### config.mk
export PLATFORM = sky130hd
export DESIGN_NAME = alu_exec_unit
export DESIGN_NICKNAME = d
export VERILOG_FILES = /design/src/rtl/alu_exec_unit.sv
export SDC_FILE = /design/constraint.sdc
export NUM_CORES = 1
export LEC_CHECK = 0
export BUFFER_PORTS_ARGS = -buffer_cell sky130_fd_sc_hd__buf_2
export CORE_MARGIN = 2
export CORE_UTILIZATION = 30
export CTS_CLUSTER_SIZE = 28
export DETAILED_ROUTE_END_ITERATION = 10
export PLACE_DENSITY = 0.48
export SETUP_SLACK_MARGIN = 0.5
export SLEW_MARGIN = 25
export SYNTH_ARGS = -nofsm -noshare
export SYNTH_HDL_FRONTEND = slang
export SYNTH_SLANG_ARGS = --single-unit
### constraint.sdc
create_clock -name clk -period 9.1 [get_ports clk]
set_input_delay 1.365 -clock clk [delete_from_list [all_inputs] [get_ports clk]]
set_output_delay 1.365 -clock clk [all_outputs]
set_load 0.05 [all_outputs]
### src/rtl/alu_exec_unit.sv
// Multi-cycle ALU execution unit: valid/ready operand intake, FSM-driven execute, held result port.
// Optional feature macro: ALU_SHIFT_EN (adds iterative SLL/SRL, one bit per cycle).
module alu_exec_unit #(
  parameter int WIDTH   = 32,
  parameter int SHAMT_W = $clog2(WIDTH)
) (
  input  logic             clk,
  input  logic             rst_n,
  input  logic             in_valid,
  output logic             in_ready,
  input  logic [3:0]       operation,
  input  logic [WIDTH-1:0] a,
  input  logic [WIDTH-1:0] b,
  output logic             out_valid,
  input  logic             out_ready,
  output logic [WIDTH-1:0] result,
  output logic             zero,
  output logic             illegal
);

  typedef enum logic [1:0] {IDLE, EXEC, DONE} state_t;

  localparam logic [3:0] OP_AND = 4'b0000;
  localparam logic [3:0] OP_OR  = 4'b0001;
  localparam logic [3:0] OP_ADD = 4'b0010;
  localparam logic [3:0] OP_SUB = 4'b0110;
`ifdef ALU_SHIFT_EN
  localparam logic [3:0] OP_SLL = 4'b0011;
  localparam logic [3:0] OP_SRL = 4'b0100;
`endif

  if (WIDTH < 8 || (WIDTH & (WIDTH - 1)) != 0 || SHAMT_W != $clog2(WIDTH)) begin : g_bad_width
    $error("alu_exec_unit: WIDTH must be a power of two >= 8 and SHAMT_W must stay derived");
  end

  state_t           state, state_next;
  logic [3:0]       op_q;
  logic [WIDTH-1:0] a_q;   // doubles as the shift working register
  logic [WIDTH-1:0] b_q;
  logic [WIDTH-1:0] alu_res;
  logic             legal;
  logic             exec_done;
`ifdef ALU_SHIFT_EN
  logic [SHAMT_W-1:0] cnt_q;
  logic               is_shift;
`endif

  // NOTE: sequential state uses non-blocking (<=) so every register samples pre-edge values.
  always_ff @(posedge clk or negedge rst_n) begin
    if (!rst_n) state <= IDLE;
    else        state <= state_next;
  end

  // NOTE: every always_comb output gets a default first so no path can infer a latch.
  always_comb begin
    state_next = state;
    unique case (state)
      IDLE:    if (in_valid)  state_next = EXEC;
      EXEC:    if (exec_done) state_next = DONE;
      DONE:    if (out_ready) state_next = IDLE;
      default: state_next = IDLE;
    endcase
  end

  always_comb begin
    in_ready  = (state == IDLE);
    out_valid = (state == DONE);
  end

  always_comb begin
    alu_res = '0;
    legal   = 1'b1;
    unique case (op_q)
      OP_AND: alu_res = a_q & b_q;
      OP_OR:  alu_res = a_q | b_q;
      OP_ADD: alu_res = a_q + b_q;
      OP_SUB: alu_res = a_q - b_q;
`ifdef ALU_SHIFT_EN
      OP_SLL, OP_SRL: alu_res = a_q;
`endif
      default: legal = 1'b0;
    endcase
  end

`ifdef ALU_SHIFT_EN
  always_comb begin
    is_shift  = (op_q == OP_SLL) || (op_q == OP_SRL);
    exec_done = !(is_shift && cnt_q != '0);
  end
`else
  always_comb exec_done = 1'b1;
`endif

  // NOTE: operand/result registers are few and externally visible, so they are reset too.
  always_ff @(posedge clk or negedge rst_n) begin
    if (!rst_n) begin
      op_q    <= '0;
      a_q     <= '0;
      b_q     <= '0;
      result  <= '0;
      zero    <= 1'b0;
      illegal <= 1'b0;
`ifdef ALU_SHIFT_EN
      cnt_q   <= '0;
`endif
    end else begin
      unique case (state)
        IDLE: if (in_valid) begin
          op_q  <= operation;
          a_q   <= a;
          b_q   <= b;
`ifdef ALU_SHIFT_EN
          cnt_q <= b[SHAMT_W-1:0];
`endif
        end
        EXEC: if (exec_done) begin
          result  <= alu_res;
          zero    <= (alu_res == '0);
          illegal <= !legal;
        end
`ifdef ALU_SHIFT_EN
        else begin
          a_q   <= (op_q == OP_SLL) ? (a_q << 1) : (a_q >> 1);
          cnt_q <= cnt_q - 1'b1;
        end
`endif
        default: ;
      endcase
    end
  end

endmodule
; ---- After elaboration in Yosys (flattened, before gate mapping)
; Index checks and enable logic that the tools add are counted.
[classes]
addsub = 2
n_eq_ne = 7
n_mux = 5
bitwise_logic = 2
n_reduce_logical = 7
[op_table]
columns = cell, n
row1 = one-hot mux 32 bit (4 select lines), 1
row2 = adder 32 bit, 1
row3 = AND 32 bit, 1
row4 = logical NOT 32 bit, 1
row5 = OR 32 bit, 1
row6 = subtractor 32 bit, 1
row7 = one-hot mux 2 bit (3 select lines), 1
row8 = "equality test 4 x 1 -> 1 bit, second input constant", 1
row9 = "equality test 4 x 2 -> 1 bit, second input constant", 1
row10 = "equality test 4 x 3 -> 1 bit, second input constant", 1
row11 = logical NOT 4 bit, 1
row12 = two-way mux 2 bit, 2
row13 = AND reduction 2 bit, 2
row14 = OR reduction 4 bit, 1
row15 = "equality test 2 x 1 -> 1 bit, second input constant", 1
row16 = "equality test 2 bit, second input constant", 1
row17 = logical NOT 2 bit, 1
row18 = "!= test 2 x 1 -> 1 bit, second input constant", 1
row19 = "!= test 2 bit, second input constant", 1
row20 = logical NOT 1 bit, 1
row21 = two-way mux 1 bit, 1
[word_totals]
ff_bits = 104
in_bits = 72
out_inout_bits = 36
word_cells = 30

; ---- Logic depth before layout (Yosys ltp)
[logic_depth]
depth_word = 4
depth_mapped = 23
mapped_depth_nobuf = 23

; ---- Least setup slack after synthesis
; No wires, ideal clock.
[synth_timing]
path_type = register to register
start = register b_q[4]
end = register zero
setup_ps = 122
arrival_ps = 4444
required_time_ps = 8978
path_slack_ps = 4534
path_stages_with_launch = 19
n_path_buf = 1
synth_period_minus_slack_ps = 4566
cell_sequence = dfrtp_1 -> or3_1 -> or3_1 -> or3b_2 -> nor2_1 -> a21oi_1 -> xnor2_1 -> ha_1 -> clkbuf_1 -> a21o_1 -> a21o_1 -> a2111oi_0 -> nand3_1 -> a41oi_1 -> xnor2_1 -> a22oi_1 -> o31a_1 -> and4_1 -> a32o_1
[synth_via]
elab_chain_len = 3
[synth_rtl]
columns = item, line_no
row1 = from (decl), 39  ; logic [WIDTH-1:0] b_q;
row2 = from (signal assigned), 99  ; b_q <= '0;
row3 = from (signal assigned), 111  ; b_q <= b;
row4 = "subtractor 32 bit, or another cell as far along", 77  ; OP_SUB: alu_res = a_q - b_q;
row5 = one-hot mux 32 bit (4 select lines) (*), 73  ; unique case (op_q)
row6 = logical NOT 32 bit (*), 118  ; zero <= (alu_res == '0);
row7 = to (signal assigned), 118
row8 = to (decl), 17  ; output logic zero,
; Mark *: on every way between the ends. The rest lies on a longest branch, timed or not.
; A chain may end at the register's enable or synchronous reset.

; ---- Worst setup path after layout
; Same ends and word-level chain as after synthesis.

==> results.txt <==
Buffer count from post-CTS setup fixing: 0
Final Hold Vio Count: 0
Unrepaired setup endpoints after global routing: no
WP data required: 9.35 ns
Final setup violation count: 0
Clk_lat worst skew: 0.36 ns
Worst min path class: reg2reg
Largest family of logic cells by synthesized area: compound AO/OA/AOI/OAI gates
Die Y: 157 um
First-pass GRT wire length: 33.6 mm
Detailed-route vias per instance: 5.12
Largest area contributor in the netlist: dfrtp_1
Footprint of the multi-input gates: 0.00424 mm^2
CTS tree: yes
Seq/Total Area, Yosys: 37.0%
DR DRC count: 0
Post-Syn Instances: 758
Synth area leaders: dfrtp_1 (37%), mux2_2 (10%), ha_1 (6.0%)
R2R depth: 20
Clock Skew: 0.00986 ns
Area share of the largest cell type after synthesis: 37.0%
Max frequency: 190 MHz
Met2 routed WL: 9.42 mm
Flop2flop setup slack: 3.85 ns
Starting Density: 30.2%
Post-synthesis compound-gate area fraction: 18.2%
Setup CP Type: reg2reg
Most common cell after layout, fill and taps aside: buf_2
Final HPWL DP: 15.8 mm
Vias in the first global route: 5,825
Port Buffer Count: 107
Highest routed layer: met4
Wire length on met3: 990 um
Clk buf depth: 2
# clock sinks: 104
Gr usage total: 17.7%
Post-synth ARST share: 100%
Min Tclk post-route: 5.25 ns
Status: finished clean
CTS buffer count: 9
FF+latch area: 0.00260 mm^2
Xor/xnor share of the synthesized area: 6.60%
Number of synthesized flops with an enable pin: 0
Post-route ant nets: 0
Syn. warnings: 0
Reg2Reg Capture Point: zero
Clock H-tree levels: 3
Worst EP arrival: 5.50 ns
Worst reg2reg startpoint: b_q[4]
Clock root cell: clkbuf_16
Worst-margin pin slew: 0.926 ns
1st-pass router iterations: 5
DRT Wirelength: 21.0 mm
Post-cts hold buffer count: 0
Area grow syn2layout: 16.3%
Synth Area per Inst: 9.28 um^2
Period utilization: 57.7%
Total Neg Setup Slack: 0 ns
Initial drt markers: 425
Post_cts resized: 0
Max Slew Vio Count: 0
Most frequent cells in the layout: buf_2 (106), dfrtp_1 (104), nand2_1 (81)
Rows: 56
Setup WS pre-CTS: 3.90 ns
Yosys reg bits: 104
CP endpoint kind: register
Pin count of the biggest net entering global routing: 74
Final RePlAce weighted congestion: 0.884
Vias: 5,977
Final WS setup: 3.85 ns
Cell area after synthesis: 0.00703 mm^2
CTS clk-pin slew, worst paths: 0.08 ns
Synth Area in Adders: 9.75%
Full die area: 0.0247 mm^2
Max-slew headroom: 38.2%
Mux contribution to synthesized area: 10.7%
Ys flop type: dfrtp_1
Synth Area in Simple Gates: 14.9%
Met1 wire length: 10.2 mm
Startpoint Class: register
Initial antenna violation count: 0
CP endpoint: zero
Util after Layout: 35.2%
I/O Pins: 108
Fillcell total: 2,458
Layout cells sized above 1: 24.1%
Wire per inst: 18.0 um
CP max FO: 11
Diode count: 0
Max-cap check violation count: 0
Worst setup path startpoint: b_q[4]
Post-layout nets: 951
Chip Width: 157 um
Core Box Area: 0.0233 mm^2
Yosys cell types: 63
Mapped Nets: 865
GRT overflow: 0
-- kinds of logic (layout without fill, tap and decap cells) --
logic type	count (synthesis)	count (layout)
buffers and inverters	54	145
multiplexers	67	67
adder cells (fa/ha/maj)	59	59
AND/OR/NAND/NOR	213	213
AO/OA/AOI/OAI	208	208
XOR/XNOR	53	53
flip-flops	104	104
-- metal layers --
metal / track usage, % / up-vias
met5: 0 / -
met4: 4.98 / 0
met3: 3.06 / 28
met2: 27.4 / 167
met1: 25.4 / 2838
li1: - / 2944
-- Yosys cell counts (all sizes together), types with 10 or more instances --
| cell type | number |
|---|---|
| dfrtp | 104 |
| nand2 | 81 |
| o21ai | 71 |
| mux2 | 64 |
| a21oi | 52 |
| nor2 | 47 |
| clkbuf | 37 |
| ha | 34 |
| xor2 | 31 |
| maj3 | 24 |
| xnor2 | 22 |
| a22oi | 17 |
| inv | 16 |
| a21o | 14 |
| nand4 | 12 |
| nor3 | 11 |
| nand3 | 10 |
-- worst min-delay path by stage --
stage / depth (start not counted) / start / slack (ns) / endpoint
final: 2 / result[19] / 0.47 / result[19]
after global routing: 2 / result[19] / 0.50 / result[19]
after CTS: 1 / result[28] / 0.48 / result[28]
after detailed placement: 1 / result[28] / 0.46 / result[28]
after global placement: 2 / result[19] / 0.46 / result[19]
after floorplan: 1 / a_q[6] / 0.52 / a_q[6]
-- state kept, by name (all words and copies together), names as in the netlist --
register	cells
a_q	32
b_q	32
illegal	1
op_q	4
result	32
state	2
zero	1
-- layout make-up --
type	instances	share of cell area, %
Clock buffer	12	3.01
Clock inverter	4	0.658
Timing Repair Buffer	113	7.13
Sequential cell	104	31.8
Inverter	16	0.734
Multi-Input combinational cell	600	51.8
Tap cell	319	4.88
-- critical path: stages (launching register included) --
cell and delay (ns):
dfrtp_1 0.44, or3_1 0.43, or3_1 0.39, or3b_2 0.50
nor2_1 0.35, nand2_1 0.09, nor2_1 0.20, inv_1 0.10
o21ai_0 0.19, xor2_1 0.19, ha_1 0.37, a21o_1 0.26
a211oi_1 0.21, o21ai_0 0.11, a21oi_1 0.12, a21oi_1 0.05
a21oi_1 0.35, nor2_1 0.10, o31a_1 0.25, and4_1 0.20
a32o_1 0.24
-- per-stage QoR --
stage	cell area (um^2)	instances	hold WS, ns
2_1_floorplan	7030	758	0.517
3_3_place_gp	7880	1152	0.459
3_5_place_dp	7880	1152	0.464
4_1_cts	8180	1168	0.480
5_1_grt	8180	1168	0.501
6_report	8180	1168	0.471
Power is not shown: default switching activity piles up to over one toggle a cycle in this logic, so the estimate is an artifact.
